--- src/rtl/cnn_buf_pkg.sv ---
// Shared types and constants for the per-lane CNN buffers: element/word widths,
// the pack-state encoding and the FIFO pointer-width helper.
package cnn_buf_pkg;
  localparam int ELEM_W = 16;
  localparam int WORD_W = 32;

  typedef enum logic [1:0] {
    EMPTY      = 2'd0,
    HALF       = 2'd1,
    FLUSH_WAIT = 2'd2
  } pack_state_e;

  function automatic int ptr_width(input int depth);
    return $clog2(depth);
  endfunction
endpackage

--- src/rtl/packer_fifo.sv ---
// Synchronous word FIFO for the output packer: wrapping pointers, occupancy count,
// head word read combinationally from the storage array.
import cnn_buf_pkg::*;

module packer_fifo #(
  parameter int W     = WORD_W,
  parameter int DEPTH = 8,
  localparam int AW   = ptr_width(DEPTH)
) (
  input  logic          clk,
  input  logic          rst,
  input  logic          push,
  input  logic [W-1:0]  push_data,
  input  logic          pop,
  output logic [W-1:0]  head_data,
  output logic          full,
  output logic          empty,
  output logic [AW:0]   count
);
  localparam logic [AW:0] FULL_CNT = (AW+1)'(DEPTH);

  logic [W-1:0]  mem [DEPTH];
  logic [AW-1:0] wr_ptr_reg;
  logic [AW-1:0] rd_ptr_reg;
  logic [AW:0]   count_reg;
  logic          do_push;
  logic          do_pop;

  assign full    = (count_reg == FULL_CNT);
  assign empty   = (count_reg == '0);
  assign do_push = push && !full;
  assign do_pop  = pop && !empty;

  always_ff @(posedge clk) begin
    if (do_push) mem[wr_ptr_reg] <= push_data;
  end

  // Pointers wrap naturally because DEPTH is a power of two.
  always_ff @(posedge clk) begin
    if (rst) begin
      wr_ptr_reg <= '0;
      rd_ptr_reg <= '0;
      count_reg  <= '0;
    end else begin
      if (do_push) wr_ptr_reg <= wr_ptr_reg + 1'b1;
      if (do_pop)  rd_ptr_reg <= rd_ptr_reg + 1'b1;
      case ({do_push, do_pop})
        2'b10:   count_reg <= count_reg + 1'b1;
        2'b01:   count_reg <= count_reg - 1'b1;
        default: count_reg <= count_reg;
      endcase
    end
  end

  assign head_data = mem[rd_ptr_reg];
  assign count     = count_reg;
endmodule

--- src/rtl/output_packer.sv ---
// Packs pairs of result elements into words and queues them for the AXI writer.
// Optional popped-word counter enabled with OUTPUT_PACKER_CNT_EN.
import cnn_buf_pkg::*;

module output_packer #(
  parameter int DATA_W = ELEM_W,
  parameter int DEPTH  = 8,
  localparam int AW    = ptr_width(DEPTH)
) (
  input  logic                clk,
  input  logic                rst,
  input  logic                in_vld,
  input  logic [DATA_W-1:0]   data_in,
  output logic                in_rdy,
  input  logic                flush,
  output logic [2*DATA_W-1:0] out_data,
  output logic                out_vld,
  input  logic                out_rdy,
  output logic                overflow,
  output logic                busy
`ifdef OUTPUT_PACKER_CNT_EN
  ,
  output logic [15:0]         word_cnt
`endif
);
  pack_state_e         state_reg, state_next;
  logic [DATA_W-1:0]   half_reg, half_next;
  logic                overflow_reg;
  logic                push;
  logic [2*DATA_W-1:0] push_data;
  logic [2*DATA_W-1:0] head_data;
  logic                fifo_full;
  logic                fifo_empty;
  logic [AW:0]         fifo_count;
  logic                accept;
  logic                pop;

  // Readiness uses registered occupancy only, so a same-cycle pop never frees a slot.
  assign in_rdy = (state_reg == EMPTY) || ((state_reg == HALF) && !fifo_full);
  assign accept = in_vld && in_rdy;
  assign pop    = out_rdy && !fifo_empty;

  always_comb begin
    state_next = state_reg;
    half_next  = half_reg;
    push       = 1'b0;
    push_data  = '0;
    case (state_reg)
      EMPTY: begin
        if (accept) begin
          half_next = data_in;
          if (!flush) begin
            state_next = HALF;
          end else if (!fifo_full) begin
            push      = 1'b1;
            push_data = {{DATA_W{1'b0}}, data_in};
          end else begin
            state_next = FLUSH_WAIT;
          end
        end
      end
      HALF: begin
        if (accept) begin
          push       = 1'b1;
          push_data  = {data_in, half_reg};
          state_next = EMPTY;
        end else if (flush) begin
          if (!fifo_full) begin
            push       = 1'b1;
            push_data  = {{DATA_W{1'b0}}, half_reg};
            state_next = EMPTY;
          end else begin
            state_next = FLUSH_WAIT;
          end
        end
      end
      FLUSH_WAIT: begin
        if (!fifo_full) begin
          push       = 1'b1;
          push_data  = {{DATA_W{1'b0}}, half_reg};
          state_next = EMPTY;
        end
      end
      default: state_next = EMPTY;
    endcase
  end

  always_ff @(posedge clk) begin
    if (rst) begin
      state_reg    <= EMPTY;
      half_reg     <= '0;
      overflow_reg <= 1'b0;
    end else begin
      state_reg <= state_next;
      half_reg  <= half_next;
      if (in_vld && !in_rdy) overflow_reg <= 1'b1;
    end
  end

  packer_fifo #(
    .W     (2*DATA_W),
    .DEPTH (DEPTH)
  ) u_fifo (
    .clk       (clk),
    .rst       (rst),
    .push      (push),
    .push_data (push_data),
    .pop       (pop),
    .head_data (head_data),
    .full      (fifo_full),
    .empty     (fifo_empty),
    .count     (fifo_count)
  );

  assign out_vld  = !fifo_empty;
  assign out_data = fifo_empty ? '0 : head_data;
  assign overflow = overflow_reg;
  assign busy     = (state_reg != EMPTY) || (fifo_count != '0);

`ifdef OUTPUT_PACKER_CNT_EN
  logic [15:0] word_cnt_reg;

  always_ff @(posedge clk) begin
    if (rst)      word_cnt_reg <= '0;
    else if (pop) word_cnt_reg <= word_cnt_reg + 1'b1;
  end

  assign word_cnt = word_cnt_reg;
`endif
endmodule

--- config.mk ---
export PLATFORM = sky130hd
export DESIGN_NAME = output_packer
export DESIGN_NICKNAME = d
export VERILOG_FILES = /design/src/rtl/cnn_buf_pkg.sv /design/src/rtl/packer_fifo.sv /design/src/rtl/output_packer.sv
export SDC_FILE = /design/constraint.sdc
export NUM_CORES = 1
export LEC_CHECK = 0
export ABC_CLOCK_PERIOD_IN_PS = 5000
export BUFFER_PORTS_ARGS = -buffer_cell sky130_fd_sc_hd__buf_2
export CORE_MARGIN = 10
export CORE_UTILIZATION = 30
export DETAILED_ROUTE_END_ITERATION = 8
export PLACE_DENSITY = 0.48
export SLEW_MARGIN = 20
export SYNTH_ARGS = -nofsm -noshare
export SYNTH_HDL_FRONTEND = slang
export SYNTH_SLANG_ARGS = --single-unit
--- constraint.sdc ---
create_clock -name clk -period 5 [get_ports clk]
set_input_delay 0 -clock clk [delete_from_list [all_inputs] [get_ports clk]]
set_output_delay 0 -clock clk [all_outputs]
set_load 0.02 [all_outputs]
==> results.cfg <==
[cts]
postCtsSetupBuffers = 0
postCtsHoldBufs = 22
clockRootBuffer = clkbuf_16
cts_sinks = 288
clockBufferDepth = 3
clk_pin_slew_ns = 0.06
cts_tree = built
cts-resized-gates = 0
h-tree-depth = 1
insertion_delay_ns = 0.54
numCtsBuffers = 30

[synth]
synth_top_area_share_pct = 67.05
ys_top_cells_by_area = edfxtp_1 (67%), mux4_2 (13%), dfxtp_1 (5.6%), mux2i_1 (3.1%), nor2_1 (2.1%)
yosys_register_bits = 288
yosysSeqAreaShare_pct = 72.64
synth_cells = 632
syn_nets = 658
yosys_warnings = 0
yosys.cell_types.count = 45
avgSynthCellArea_sq_um = 18.14
synth_area_leader_cell = edfxtp_1
netlist_area_sq_mm = 0.01146

[timing]
fmax_ghz = 0.3115
finalCriticalPeriod_ns = 3.210
skew_ns = 0.007970
slew_violations = 0
finalSetupViolations = 0
hold_slack_ns = 0.3123
tightest_slew_ns = 1.129
setup_tns_ns = 0
hold_viol = 0
grt_setup_unrepaired = false
slew_headroom_pct = 24.68
period_share_pct = 64.20

[floorplanning]
dieArea_sq_mm = 0.04644
io_pins = 57
core-area_sq_mm = 0.03767
die_w_microns = 215.5
die-height_microns = 215.5
num_rows = 71
initial_core_util_pct = 30.44

[setup_path]
critical_path.slowest_cell = dfxtp_4
crit_buf_inv = 2
start_kind = flop
r2r_slack_ns = 1.98
end_kind = primary output
reg2reg_from = state_reg[1]
path_cells = buf_4 > mux4_2 > mux2i_1 > nor2_1 > buf_2
crit_cells = 5
critical-path-max-stage-delay_ns = 0.95
required_ns = 5.00
arrival_ns = 3.21
crit_type = flop to primary output
cp_top_family = flip-flops
reg2reg_depth = 4
crit_fanout = 43
r2r-end = u_fifo.mem[6][6]

[cells_and_area]
seq_area_sq_mm = 0.008334
areaGrowthSynthToFinish_pct = 19.51
drive_above_1_share_pct = 27.36
layout.nets = 745
multiInputGateArea_sq_mm = 0.002998
largest_reg_flops = 256
layoutNonFillerInstCount = 1254
fill_cells = 3563

[global_routing]
gr-usage-met3_pct = 1.790
grtUsageTotal_pct = 11.59
use_met1_pct = 15.12
grt_max_degree = 44
grt_pass1_wl_microns = 41440
grt_overflow = 0
met2_usage_pct = 19.79
busiest_layer = met2
grt_pass1_vias = 6537
antenna_found_initial = 1

[min_path]
hold_path_class = primary input to flop
holdPathEnd = half_reg[14]
min_path_cells = 4
hold_start = data_in[14]

[placed_design]
globalplace.congestion = 0.7227
dpl.cell_count = 1176
io_buffers = 56
hpwl_microns = 15820

[route]
route.detailed.vias_per_inst = 4.724
vias = 5924
wl_per_cell_microns = 21.75
route.detailed.drc = 0
wl_microns = 27270
drt_iter0_drc = 411
drtPass1Iterations = 6
ant_nets = 0

[run]
drv_cap = 0

[power_and_ir_drop]
power_density_mw_per_mm2 = 509.8
leakage_nw = 4.528
vdd_ir_drop_max_mv = 0.3197

[run_status]
status = completed
==> cells in the mapped netlist (all sizes together) <==
| cell | number |
|---|---|
| edfxtp | 256 |
| nor2 | 66 |
| mux4 | 64 |
| nand2 | 38 |
| mux2i | 36 |
| dfxtp | 32 |
| buf | 20 |
| a21oi | 19 |
| and2 | 18 |
| clkbuf | 18 |
| a22oi | 16 |
| nor3 | 6 |
| ha | 5 |
| inv | 4 |
| o21ai | 4 |
| xor2 | 4 |
| nand2b | 3 |
| mux2 | 2 |
| nor2b | 2 |
| nor3b | 2 |
| nor4 | 2 |
| nor4b | 2 |
| xnor2 | 2 |
| a21o | 1 |
| a31oi | 1 |
| a32o | 1 |
| maj3 | 1 |
| nand3 | 1 |
| o211ai | 1 |
| o21a | 1 |
| o22ai | 1 |
| or2 | 1 |
| or3 | 1 |
| or4b | 1 |
==> through the flow <==
step	setup slack, ns	total power [W]	util [%]	instance area, sq um
floorplan	0.5467	0.004117	-	11460
global placement	2.118	0.004642	32.90	12390
detailed placement	2.035	0.004682	32.90	12390
CTS	1.669	0.007113	36.37	13700
global route	1.507	0.007333	36.38	13700
finish	1.790	0.006986	36.38	13700
==> placed cells by master (no fill, tap or decap), types with 5 or more instances in the layout <==
cell             n
nor2_1          62
dlygate4sd3_1   22
edfxtp_1       256
clkbuf_16       31
mux2i_1         36
a22oi_1         16
dfxtp_1         29
nand2_1         38
mux4_2          64
and2_1          17
ha_1             5
buf_4           14
clkinv_1         6
buf_2           56
bufinv_16        7
a21oi_1         19
==> worst reg2reg max path, delay by kind of cell, from the launching register on <==
kind | cells | cell delay (ns)
flip-flops | 1 | 0.46
AO/OA/AOI/OAI | 1 | 0.15
AND/OR/NAND/NOR | 3 | 2.14
==> power breakdown <==
part	switching, W	leakage [nW]	internal, W
sequential	0.000195	2.69	0.00274
combinational	0.000932	1.31	0.000706
clock	0.000883	0.529	0.00153
total	0.00201	4.53	0.00498
==> area by class of cell <==
| cell class | count | area share (%) |
|---|---|---|
| tap | 511 | 4.666 |
| inverter | 4 | 0.1096 |
| clock inverter | 17 | 1.863 |
| multi-input combinational | 302 | 21.88 |
| antenna | 1 | 0.01826 |
| clock buffer | 38 | 6.073 |
| timing repair buffer | 93 | 4.566 |
| sequential | 288 | 60.83 |
==> worst max-delay path by stage <==
stage / startpoint / to / slack (ns)
6_report: flop / out_data[25] / 1.79
3_3_place_gp: state_reg[0] / u_fifo.mem[5][22] / 2.12
5_1_grt: flop / out_data[25] / 1.51
2_1_floorplan: state_reg[0] / u_fifo.mem[0][0] / 0.55
4_1_cts: flop / out_data[25] / 1.67
3_5_place_dp: state_reg[1] / u_fifo.mem[7][11] / 2.04
==> kinds of logic after synthesis <==
family	count (synthesis)	synth area share [%]
AOI/OAI and AO/OA	45	2.565
xor gates and xnor gates	6	0.4584
adders and majority gates	6	0.6439
buffers and inverters	42	1.735
DFF	288	72.64
muxes	102	15.94
and+or+nand+nor	143	6.013
==> per-layer routing <==
metal | share of wire [%] | wire, microns
met1 | 44 | 11980
met2 | 50 | 13610
met3 | 4.3 | 1174
met4 | 1.9 | 505
met5 | 0 | 0
(Power assumes the default switching activity.)
